==> config.mk <==
export PLATFORM = sky130hd
export DESIGN_NAME = cam_i2c_cfg_seq
export DESIGN_NICKNAME = d
export VERILOG_FILES = /design/src/rtl/cam_cfg_pkg.sv /design/src/rtl/cfg_timer.sv /design/src/rtl/cam_i2c_cfg_seq.sv
export SDC_FILE = /design/constraint.sdc
export NUM_CORES = 1
export LEC_CHECK = 0
export ABC_AREA = 0
export CORE_MARGIN = 3
export CORE_UTILIZATION = 30
export CTS_CLUSTER_SIZE = 40
export DETAILED_ROUTE_END_ITERATION = 16
export PLACE_DENSITY = 0.5
export SETUP_SLACK_MARGIN = 0.1
export SLEW_MARGIN = 20
export SYNTH_ARGS = -nofsm -noshare
export SYNTH_HDL_FRONTEND = slang
export SYNTH_SLANG_ARGS = --single-unit
==> constraint.sdc <==
create_clock -name clk -period 4.65 [get_ports clk]
set_clock_uncertainty 0.2 [all_clocks]
set_input_delay 0.6975 -clock clk [delete_from_list [all_inputs] [get_ports clk]]
set_output_delay 0.6975 -clock clk [all_outputs]
set_load 0.05 [all_outputs]
==> src/rtl/cam_cfg_pkg.sv <==
// Shared definitions for the camera configuration sequencer: opcodes,
// FSM state encoding and command ROM entry field positions.
package cam_cfg_pkg;

  typedef enum logic [1:0] {
    OP_WRITE = 2'b00,
    OP_DELAY = 2'b01,
    OP_END   = 2'b10,
    OP_CHECK = 2'b11
  } opcode_e;

  typedef enum logic [3:0] {
    S_IDLE,
    S_FETCH,
    S_DECODE,
    S_REQ,
    S_WAIT_DONE,
    S_GAP,
    S_DELAY,
    S_DONE,
    S_ERR
  } state_e;

  // ROM entry layout: [31:30] opcode, [29:24] reserved, [23:16] reg H,
  // [15:8] reg L, [7:0] data; a DELAY entry reuses [15:0] as its tick count.
  localparam int OPC_HI  = 31;
  localparam int OPC_LO  = 30;
  localparam int RSVD_HI = 29;
  localparam int RSVD_LO = 24;
  localparam int REGH_HI = 23;
  localparam int REGH_LO = 16;
  localparam int REGL_HI = 15;
  localparam int REGL_LO = 8;
  localparam int DATA_HI = 7;
  localparam int DATA_LO = 0;
  localparam int TICK_HI = 15;
  localparam int TICK_LO = 0;
  localparam int TICK_W  = TICK_HI - TICK_LO + 1;

endpackage

==> src/rtl/cfg_timer.sv <==
// Loadable down-counter shared by the delay, inter-request gap and
// completion-timeout functions of the configuration sequencer.
module cfg_timer #(
  parameter int W = 8
) (
  input  logic         clk,
  input  logic         rst_n,
  input  logic         load,
  input  logic [W-1:0] load_val,
  input  logic         en,
  output logic         zero
);

  logic [W-1:0] cnt;

  // NOTE: state is only ever written with non-blocking assignments so every
  // flop samples its inputs as they were before the clock edge.
  always_ff @(posedge clk or negedge rst_n) begin
    if (!rst_n) begin
      cnt <= '0;
    end else if (load) begin
      cnt <= load_val;
    end else if (en && (cnt != '0)) begin
      cnt <= cnt - 1'b1;
    end
  end

  assign zero = (cnt == '0);

endmodule

==> src/rtl/cam_i2c_cfg_seq.sv <==
// Camera sensor bring-up sequencer: walks a command ROM and issues single
// register I2C writes and read-checks with programmed delays and a timeout.
module cam_i2c_cfg_seq
  import cam_cfg_pkg::*;
#(
  parameter int         ROM_AW     = 8,
  parameter logic [6:0] DEV_ADDR   = 7'h10,
  parameter int         DELAY_UNIT = 100000,
  parameter int         TIMEOUT    = 1048576,
  parameter int         GAP        = 4
) (
  input  logic              clk,
  input  logic              rst_n,
  input  logic              start,
  output logic              busy,
  output logic              done,
  output logic              error,
  output logic [ROM_AW-1:0] err_addr,
  output logic [ROM_AW-1:0] rom_addr,
  input  logic [31:0]       rom_data,
  output logic              i2c_rqt,
  output logic              cmd,
  output logic [6:0]        addr_dev,
  output logic [7:0]        addr_reg_H,
  output logic [7:0]        addr_reg_L,
  output logic [7:0]        data_wr_H,
  output logic [7:0]        data_wr_L,
  input  logic [7:0]        data_rd,
  input  logic              data_rdy,
  input  logic              i2c_done
);

  // Timer width covers both the longest delay and the completion timeout.
  localparam int DLY_W = TICK_W + $clog2(DELAY_UNIT + 1);
  localparam int TO_W  = $clog2(TIMEOUT + 1);
  localparam int TW    = (DLY_W > TO_W) ? DLY_W : TO_W;

  state_e            state, next_state;
  opcode_e           op;
  logic [TICK_W-1:0] ticks;
  logic [TW-1:0]     dly_load;
  logic              done_q;
  logic              done_rise;
  logic              rd_seen;
  logic [7:0]        rd_q;
  logic              check_bad;
  logic              last_entry;
  logic              tmr_load;
  logic [TW-1:0]     tmr_val;
  logic              tmr_en;
  logic              tmr_zero;
  logic              unused_rsvd;

  assign op          = opcode_e'(rom_data[OPC_HI:OPC_LO]);
  assign ticks       = rom_data[TICK_HI:TICK_LO];
  assign dly_load    = TW'(ticks) * TW'(DELAY_UNIT) - TW'(1);
  assign unused_rsvd = ^rom_data[RSVD_HI:RSVD_LO];

  // Only a fresh rising edge completes a request; a level left high by the
  // previous transaction is filtered out by the registered copy.
  assign done_rise  = i2c_done & ~done_q;
  // Read data arriving in the same cycle as completion still counts.
  assign check_bad  = !cmd && !((rd_seen || data_rdy) &&
                                ((data_rdy ? data_rd : rd_q) == data_wr_H));
  assign last_entry = &rom_addr;

  assign busy      = (state != S_IDLE);
  assign done      = (state == S_DONE);
  assign addr_dev  = DEV_ADDR;
  assign data_wr_L = 8'h00;

  cfg_timer #(.W(TW)) u_timer (
    .clk      (clk),
    .rst_n    (rst_n),
    .load     (tmr_load),
    .load_val (tmr_val),
    .en       (tmr_en),
    .zero     (tmr_zero)
  );

  // NOTE: every signal written here gets a default first, so no path can
  // leave one unassigned and infer a latch.
  always_comb begin
    next_state = state;
    tmr_load   = 1'b0;
    tmr_val    = '0;
    tmr_en     = 1'b0;
    case (state)
      S_IDLE:   if (start) next_state = S_FETCH;
      S_FETCH:  next_state = S_DECODE;
      S_DECODE: begin
        case (op)
          OP_WRITE, OP_CHECK: next_state = S_REQ;
          OP_DELAY: begin
            tmr_load = 1'b1;
            if (ticks == '0) begin
              next_state = S_GAP;
              tmr_val    = TW'(GAP - 1);
            end else begin
              next_state = S_DELAY;
              tmr_val    = dly_load;
            end
          end
          default: next_state = S_DONE;
        endcase
      end
      S_REQ: begin
        next_state = S_WAIT_DONE;
        tmr_load   = 1'b1;
        tmr_val    = TW'(TIMEOUT - 1);
      end
      S_WAIT_DONE: begin
        tmr_en = 1'b1;
        if (done_rise) begin
          if (check_bad) begin
            next_state = S_ERR;
          end else begin
            next_state = S_GAP;
            tmr_load   = 1'b1;
            tmr_val    = TW'(GAP - 1);
          end
        end else if (tmr_zero) begin
          next_state = S_ERR;
        end
      end
      S_DELAY: begin
        tmr_en = 1'b1;
        if (tmr_zero) begin
          next_state = S_GAP;
          tmr_load   = 1'b1;
          tmr_val    = TW'(GAP - 1);
        end
      end
      S_GAP: begin
        tmr_en = 1'b1;
        if (tmr_zero) next_state = last_entry ? S_DONE : S_FETCH;
      end
      default: next_state = S_IDLE;
    endcase
  end

  always_ff @(posedge clk or negedge rst_n) begin
    if (!rst_n) begin
      state      <= S_IDLE;
      done_q     <= 1'b0;
      rd_seen    <= 1'b0;
      rd_q       <= '0;
      rom_addr   <= '0;
      err_addr   <= '0;
      error      <= 1'b0;
      i2c_rqt    <= 1'b0;
      cmd        <= 1'b0;
      addr_reg_H <= '0;
      addr_reg_L <= '0;
      data_wr_H  <= '0;
    end else begin
      state   <= next_state;
      done_q  <= i2c_done;
      i2c_rqt <= (next_state == S_REQ) || (next_state == S_WAIT_DONE);
      case (state)
        S_IDLE: if (start) begin
          error    <= 1'b0;
          rom_addr <= '0;
        end
        S_DECODE: begin
          addr_reg_H <= rom_data[REGH_HI:REGH_LO];
          addr_reg_L <= rom_data[REGL_HI:REGL_LO];
          data_wr_H  <= rom_data[DATA_HI:DATA_LO];
          if (op == OP_WRITE || op == OP_CHECK) cmd <= (op == OP_WRITE);
        end
        S_REQ: rd_seen <= 1'b0;
        S_WAIT_DONE: if (data_rdy) begin
          rd_seen <= 1'b1;
          rd_q    <= data_rd;
        end
        S_GAP: if (tmr_zero && !last_entry) rom_addr <= rom_addr + 1'b1;
        default: ;
      endcase
      if (next_state == S_ERR && state != S_ERR) begin
        error    <= 1'b1;
        err_addr <= rom_addr;
      end
    end
  end

endmodule

==> results.py, run 1 <==
metrics = {
    "outcome": {
        "status": "finished with violations",
        "violations": "negative setup slack",
    },
    "synthesis": {
        "postSynthCellCount": 992,
        "netlist_top_cells_area": "dfrtp_1, ha_1, fa_1",
        "synthArstFlopShare_pct": 100,
        "ys_seq_area_share_pct": 24.7,
        "synth_ff_type": "dfrtp_1",
        "ys_warn_count": 0,
        "synth_top_area_cell": "dfrtp_1",
        "avgSynthCellArea_um2": 9.21,
        "synth-edff-count": 0,
        "synth_top_area_share_pct": 24.7,
        "synth_most_common_cell": "inv_1",
        "ys_top_cells_by_count": "inv_1, ha_1, dfrtp_1",
        "ys_ff_latch": 90,
        "yosysUniqueCellTypes": 82,
        "synth_area_mm2": 0.00913,
    },
    "floorplan": {
        "die_w_um": 180,
        "io_pins": 105,
        "core_mm2": 0.0298,
        "rows": 63,
        "initial_utilization_pct": 30.7,
        "die_y_um": 180,
        "dieArea_mm2": 0.0326,
    },
    "clock_network": {
        "cts_sinks": 90,
        "clock-root-buffer": "clkbuf_16",
        "clockBufferDepth": 2,
        "cts-buffers-inserted": 9,
        "path_clk_slew_ns": 0.07,
        "cts.htree.levels": 3,
        "cts-hold-fix-buffers": 0,
        "clk_latency_ns": 0.36,
        "cts_tree": "built",
    },
    "sta": {
        "period_needed_ns": 5.40,
        "rsz0062_at_grt": "yes",
        "hold_viol_final": 0,
        "fmax_ghz": 0.185,
        "max_slew.worst_pin.slew_ns": 0.946,
        "slew_viol_final": 0,
        "post-route-period-util_pct": 116,
        "finalSetupTns_ns": -7.51,
        "max_slew_margin_pct": 36.7,
        "whs_ns": 0.256,
        "setup_viol": 18,
        "worst_slack_ns": -0.752,
    },
    "critical_path": {
        "endpoint": "u_timer.cnt[28]$_DFFE_PN0P_",
        "rr_worst_depth": 8,
        "worst_setup_path_start_kind": "input pin",
        "rrSetupSlack_ns": 0.98,
        "reg2reg_from": "u_timer.cnt[13]$_DFFE_PN0P_",
        "crit_type": "input pin to register",
        "slowest_delay_ns": 0.55,
        "crit_required_ns": 4.74,
        "r2r-end": "u_timer.cnt[23]$_DFFE_PN0P_",
        "slowest_stage": "or4_4",
        "cp.arrival_ns": 5.49,
        "critPathCaptureType": "register",
        "path_cells": "buf_6 > buf_8 > inv_4 > ha_4 > xor2_4 > xnor2_4 > ha_4 > a31o_4 > fa_1 > inv_1 > fa_1 > inv_2 > ha_4 > a2111o_1 > a31oi_2 > o22a_1 > xnor2_2 > a211o_1 > or4_4 > nor4b_4 > xnor2_1 > o2bb2ai_1",
        "path_max_fanout": 6,
        "cp-startpoint": "rom_data[3]",
        "crit_top_cell": "ha_4",
    },
    "global_route": {
        "grt_overflow": 0,
        "grtUsageTotal_pct": 15.3,
        "grt_antenna_before_repair": 0,
        "grt_pass1_wl_um": 41200,
        "grt_pass1_vias": 8035,
        "grt_max_degree": 61,
    },
    "job": {
        "drv_cap": 0,
    },
    "routing": {
        "post-route-drc-count": 0,
        "wire_per_inst_um": 14.9,
        "drt-pass1-iter-count": 4,
        "vias": 8008,
        "drt_wl_total_um": 25000,
        "drt_iter0_drc": 298,
        "via_per_inst": 4.78,
        "ant_nets": 0,
    },
    "finish": {
        "fillCellCount": 2872,
        "antenna_cells": 0,
        "final_cells": 1677,
        "nets": 1486,
        "post-route-util_pct": 45.9,
        "syn2layout_area_growth_pct": 49.6,
        "drive_above_1_share_pct": 38.1,
    },
    "power": {
        "total_leakage_power_nw": 6.20,
        "total_power_w": 0.0110,
        "power_density_mw_per_mm2": 805,
        "irDropWorstVdd_uv": 459,
    },
    "min_path": {
        "hp-class": "input pin to async pin",
    },
    "placement": {
        "dp_hpwl_um": 19800,
        "io_buffer_count": 83,
        "gp_congestion": 0.854,
        "place_inst": 1625,
    },
}
[report_power, final]
| part | switching (W) | internal, W |
|---|---|---|
| registers | 0.000298 | 0.00110 |
| clock network | 0.000377 | 0.000378 |
| logic | 0.00442 | 0.00443 |
| total | 0.00509 | 0.00591 |
[sequential cells by signal (all words and copies together), names as in the netlist]
| name | cells |
|---|---|
| u_timer.cnt | 33 |
| addr_reg_H | 8 |
| addr_reg_L | 8 |
| data_wr_H | 8 |
| err_addr | 8 |
| rd_q | 8 |
| rom_addr | 8 |
| state | 4 |
| cmd | 1 |
| done_q | 1 |
| error | 1 |
| i2c_rqt | 1 |
| rd_seen | 1 |
[kinds of logic after synthesis]
group	synth area share (%)
fa+ha+maj	24.7
simple gates	15.4
other cells	0.0822
mux	5.70
flops	24.7
compound gates	14.8
xor+xnor	6.62
buf+inv	8.00
[metrics by stage]
| stage | cell area [um^2] | worst slack, ns |
|---|---|---|
| finish | 13700 | -0.752 |
| detailed placement | 12100 | -1.74 |
| global placement | 12100 | -1.66 |
| CTS | 13200 | -0.768 |
| floorplan | 9680 | -0.799 |
| global route | 13700 | -0.929 |
[cell type report]
cell class | count | area [um^2] | area share, %
Clock buffer | 9 | 225 | 1.65
Multi-Input combinational cell | 748 | 7510 | 54.9
Sequential cell | 90 | 2250 | 16.5
Inverter | 125 | 489 | 3.58
Tap cell | 390 | 488 | 3.57
Timing Repair Buffer | 308 | 2630 | 19.3
Clock inverter | 7 | 71.3 | 0.522
[how the worst min path moves through the flow]
stage	startpoint	to	slack (ns)	depth (start not counted)
detailed placement	error$_DFFE_PN0P_	error$_DFFE_PN0P_	0.28	2
global placement	error$_DFFE_PN0P_	error$_DFFE_PN0P_	0.27	2
CTS	rst_n	u_timer.cnt[27]$_DFFE_PN0P_	0.29	1
global route	rst_n	u_timer.cnt[4]$_DFFE_PN0P_	0.32	1
floorplan	rst_n	addr_reg_H[0]$_DFFE_PN0P_	0.20	0
finish	rst_n	u_timer.cnt[27]$_DFFE_PN0P_	0.26	1
[worst max-delay path: cells and delay by family]
| kind | cells | cell delay [ns] |
|---|---|---|
| XOR/XNOR | 4 | 0.58 |
| AO/OA/AOI/OAI | 6 | 1.41 |
| AND/OR/NAND/NOR | 2 | 0.83 |
| buffers and inverters | 5 | 0.32 |
| adder cells (fa/ha/maj) | 5 | 1.62 |
[per-layer routing]
metal  routed length [um]  track usage, %  part of all wire (%)
met5                    0               0                     0
met4                  177            2.36                  0.71
met3                  741            2.68                   3.0
met2                11800            25.1                    47
met1                12200            21.6                    49
[what timing repair did]
| action | CTS | global route |
|---|---|---|
| pin swaps | 97 | 84 |
| setup buffers | 26 | 15 |
| setup endpoints to repair | 20 | 20 |
| resized for setup | 177 | 77 |
[cell usage in the layout (no fill, tap or decap), types with 12 or more instances in the layout]
cell / n
clkdlybuf4s50_1: 66
inv_1: 99
buf_4: 196
nor3_1: 24
a31oi_1: 21
a21oi_1: 28
mux2_2: 31
ha_1: 75
ha_4: 38
inv_2: 21
nor2_1: 61
xnor2_1: 31
o21ai_0: 23
dfrtp_1: 90
xor2_1: 19
conb_1: 15
fa_1: 35
nand3_1: 12
a21o_1: 13
nand2_1: 41
buf_6: 32
Note: power is estimated with default switching activity, not from simulation.
==> run 2: changes to the inputs <==
- CTS_CLUSTER_SIZE: 40 -> 30
- GPL_TIMING_DRIVEN: default -> 0
- PLACE_DENSITY: 0.5 -> 0.52
- clock period: 4.65 -> 4.7 ns (I/O delays scaled with it)
==> run 2 against run 1 <==
Critical path type unchanged. Cell area is 7.4% lower. Worst setup slack better by 0.21 ns. Count of clock-buffer cells in the layout unchanged. Global-route usage down 0.23 points. Non-clock buffer count fell by 128. Worst hold slack worse by 0.24 ns. Critical path depth is 2 lower. Sequential power fell by 4%. First-iteration DRC count grew 20%. Largest cell class unchanged. Utilization shrank 3.4 points. The run still ends with negative setup slack left. Register-to-register slack better by 0.12 ns.
==> results.py, run 2 (synthesis results as in run 1) <==
metrics = {
    "critical_path": {
        "cp.arrival_ns": 5.29,
        "crit_top_cell": "ha_4",
        "crit_required_ns": 4.75,
        "critPathCaptureType": "register",
        "worst_setup_path_start_kind": "input pin",
        "crit_type": "input pin to register",
        "crit_family": "adder cells",
        "path_cells": "buf_12 > ha_4 > ha_4 > xnor2_4 > ha_4 > a31o_4 > fa_1 > inv_1 > fa_1 > inv_2 > ha_4 > a2111o_1 > a31oi_4 > o22a_4 > xnor2_4 > a211o_1 > or4_4 > nor4b_4 > xnor2_2 > o2bb2ai_1",
        "path_max_fanout": 8,
        "crit_buf_inv": 3,
        "slowest_stage": "fa_1",
        "slowest_delay_ns": 0.55,
    },
    "clock_network": {
        "cts-buffers-inserted": 9,
        "clockBufferDepth": 2,
        "cts_tree": "built",
        "path_clk_slew_ns": 0.08,
        "cts-hold-fix-buffers": 0,
        "clk_latency_ns": 0.36,
        "cts.htree.levels": 3,
        "cts_sinks": 90,
        "clock-root-buffer": "clkbuf_16",
    },
    "outcome": {
        "violations": "negative setup slack",
        "status": "finished with violations",
    },
    "finish": {
        "antenna_cells": 0,
        "nets": 1358,
        "drive_above_1_share_pct": 28.6,
        "largest_register_ffs": 33,
        "syn2layout_area_growth_pct": 38.6,
        "most-common-layout-cells": "inv_1, dfrtp_1, ha_1",
        "regMostFlops": "u_timer.cnt",
        "post-route-util_pct": 42.5,
        "mostFrequentLayoutCell": "inv_1",
    },
    "routing": {
        "vias": 7687,
        "drt-pass1-iter-count": 5,
        "via_per_inst": 4.96,
        "wire_per_inst_um": 15.9,
        "post-route-drc-count": 0,
        "ant_nets": 0,
        "drt_iter0_drc": 358,
        "drt_wl_total_um": 24700,
    },
    "power": {
        "pwr-share-clk_pct": 7.8,
        "switching_share_pct": 49.6,
        "p_sw_w": 0.00487,
        "total_power_w": 0.00982,
        "pwr-share-seq_pct": 13.7,
        "comb_power_share_pct": 78.5,
        "power_density_mw_per_mm2": 776,
        "total_leakage_power_nw": 5.57,
        "irDropWorstVdd_uv": 481,
        "intPower_w": 0.00495,
    },
    "global_route": {
        "grt_overflow": 0,
        "grt_pass1_vias": 7763,
        "grt_antenna_before_repair": 0,
        "grt_max_degree": 62,
        "grtUsageTotal_pct": 15.1,
        "grt_pass1_wl_um": 40700,
    },
    "sta": {
        "fmax_ghz": 0.191,
        "max_slew_margin_pct": 45.2,
        "finalSetupTns_ns": -4.22,
        "slew_viol_final": 0,
        "max_slew.worst_pin.slew_ns": 0.819,
        "post-route-period-util_pct": 112,
        "setup_viol": 13,
        "period_needed_ns": 5.24,
        "hold_viol_final": 0,
        "worst_slack_ns": -0.544,
        "rsz0062_at_grt": "yes",
    },
    "floorplan": {
        "rows": 63,
        "die_w_um": 180,
        "die_y_um": 180,
        "core_mm2": 0.0298,
        "initial_utilization_pct": 30.7,
        "dieArea_mm2": 0.0326,
        "io_pins": 105,
    },
    "placement": {
        "dp_hpwl_um": 18800,
        "io_buffer_count": 83,
        "place_ws_ns": -2.01,
        "gp_congestion": 0.832,
    },
    "job": {
        "drv_cap": 0,
    },
    "min_path": {
        "hp-class": "input pin to async pin",
    },
}
[run 2: what timing repair did]
item,CTS,global route
gates resized for setup,202,60
endpoints found under the setup margin,20,19
pin swaps,69,50
buffers inserted,37,18
[run 2: layout make-up]
class                   instances  area (um^2)
flip-flops and latches         90         2250
clock inverters                 7         81.3
clock buffers                   9          225
well taps                     390          488
inverters                     125          499
multi-input cells             748         7480
repair buffers                139         1360
plain buffers                  41          275
fillers                      2896        17100
[run 2: final timing paths]
check / slack [ns] / endpoint / cells after the start / from
setup / recovery: -0.54 / u_timer.cnt[28]$_DFFE_PN0P_ / 20 / rom_data[3]
hold / removal: 0.02 / u_timer.cnt[27]$_DFFE_PN0P_ / 1 / rst_n
setup reg to reg: 1.10 / u_timer.cnt[26]$_DFFE_PN0P_ / 11 / u_timer.cnt[0]$_DFFE_PN0P_
hold reg to reg: 0.28 / rd_seen$_DFFE_PN0P_ / 2 / rd_seen$_DFFE_PN0P_
max in group asynchronous: 3.63 / addr_reg_H[4]$_DFFE_PN0P_ / 2 / rst_n
min in group clk: 0.28 / rd_seen$_DFFE_PN0P_ / 2 / rd_seen$_DFFE_PN0P_
[run 2: layer usage]
layer	global-route usage (%)	up-vias	share of wire, %
met5	0	-	0
met4	3.90	0	1.8
met3	2.36	29	3.0
met2	24.9	138	48
met1	20.6	3725	47
li1	-	3795	-
[run 2: per-stage QoR]
stage | hold WS [ns] | cell area, um^2 | std cells
6_report | 0.0200 | 12700 | 1549
4_1_cts | 0.0255 | 12200 | 1533
2_1_floorplan | 0.209 | 9680 | 1005
3_3_place_gp | 0.268 | 11000 | 1478
5_1_grt | 0.0371 | 12700 | 1549
3_5_place_dp | 0.275 | 11000 | 1480
[run 2: power groups by stage]
stage | clock network [W] | registers (W) | logic, W
6_report | 0.000768 | 0.00135 | 0.00771
2_1_floorplan | 0 | 0.00177 | 0.00410
3_3_place_gp | 0 | 0.00135 | 0.00584
4_1_cts | 0.000792 | 0.00135 | 0.00717
3_5_place_dp | 0 | 0.00136 | 0.00589
5_1_grt | 0.000821 | 0.00140 | 0.00839
[run 2: worst register-to-register path: stages (launching register included)]
cell	delay [ns]
dfrtp_1	0.42
inv_1	0.09
ha_1	0.20
or3b_2	0.48
nor3_1	0.25
nor3b_1	0.52
nand3b_1	0.32
nor2_1	0.29
nand3_1	0.17
nor4_1	0.28
xnor2_1	0.16
o22ai_1	0.09
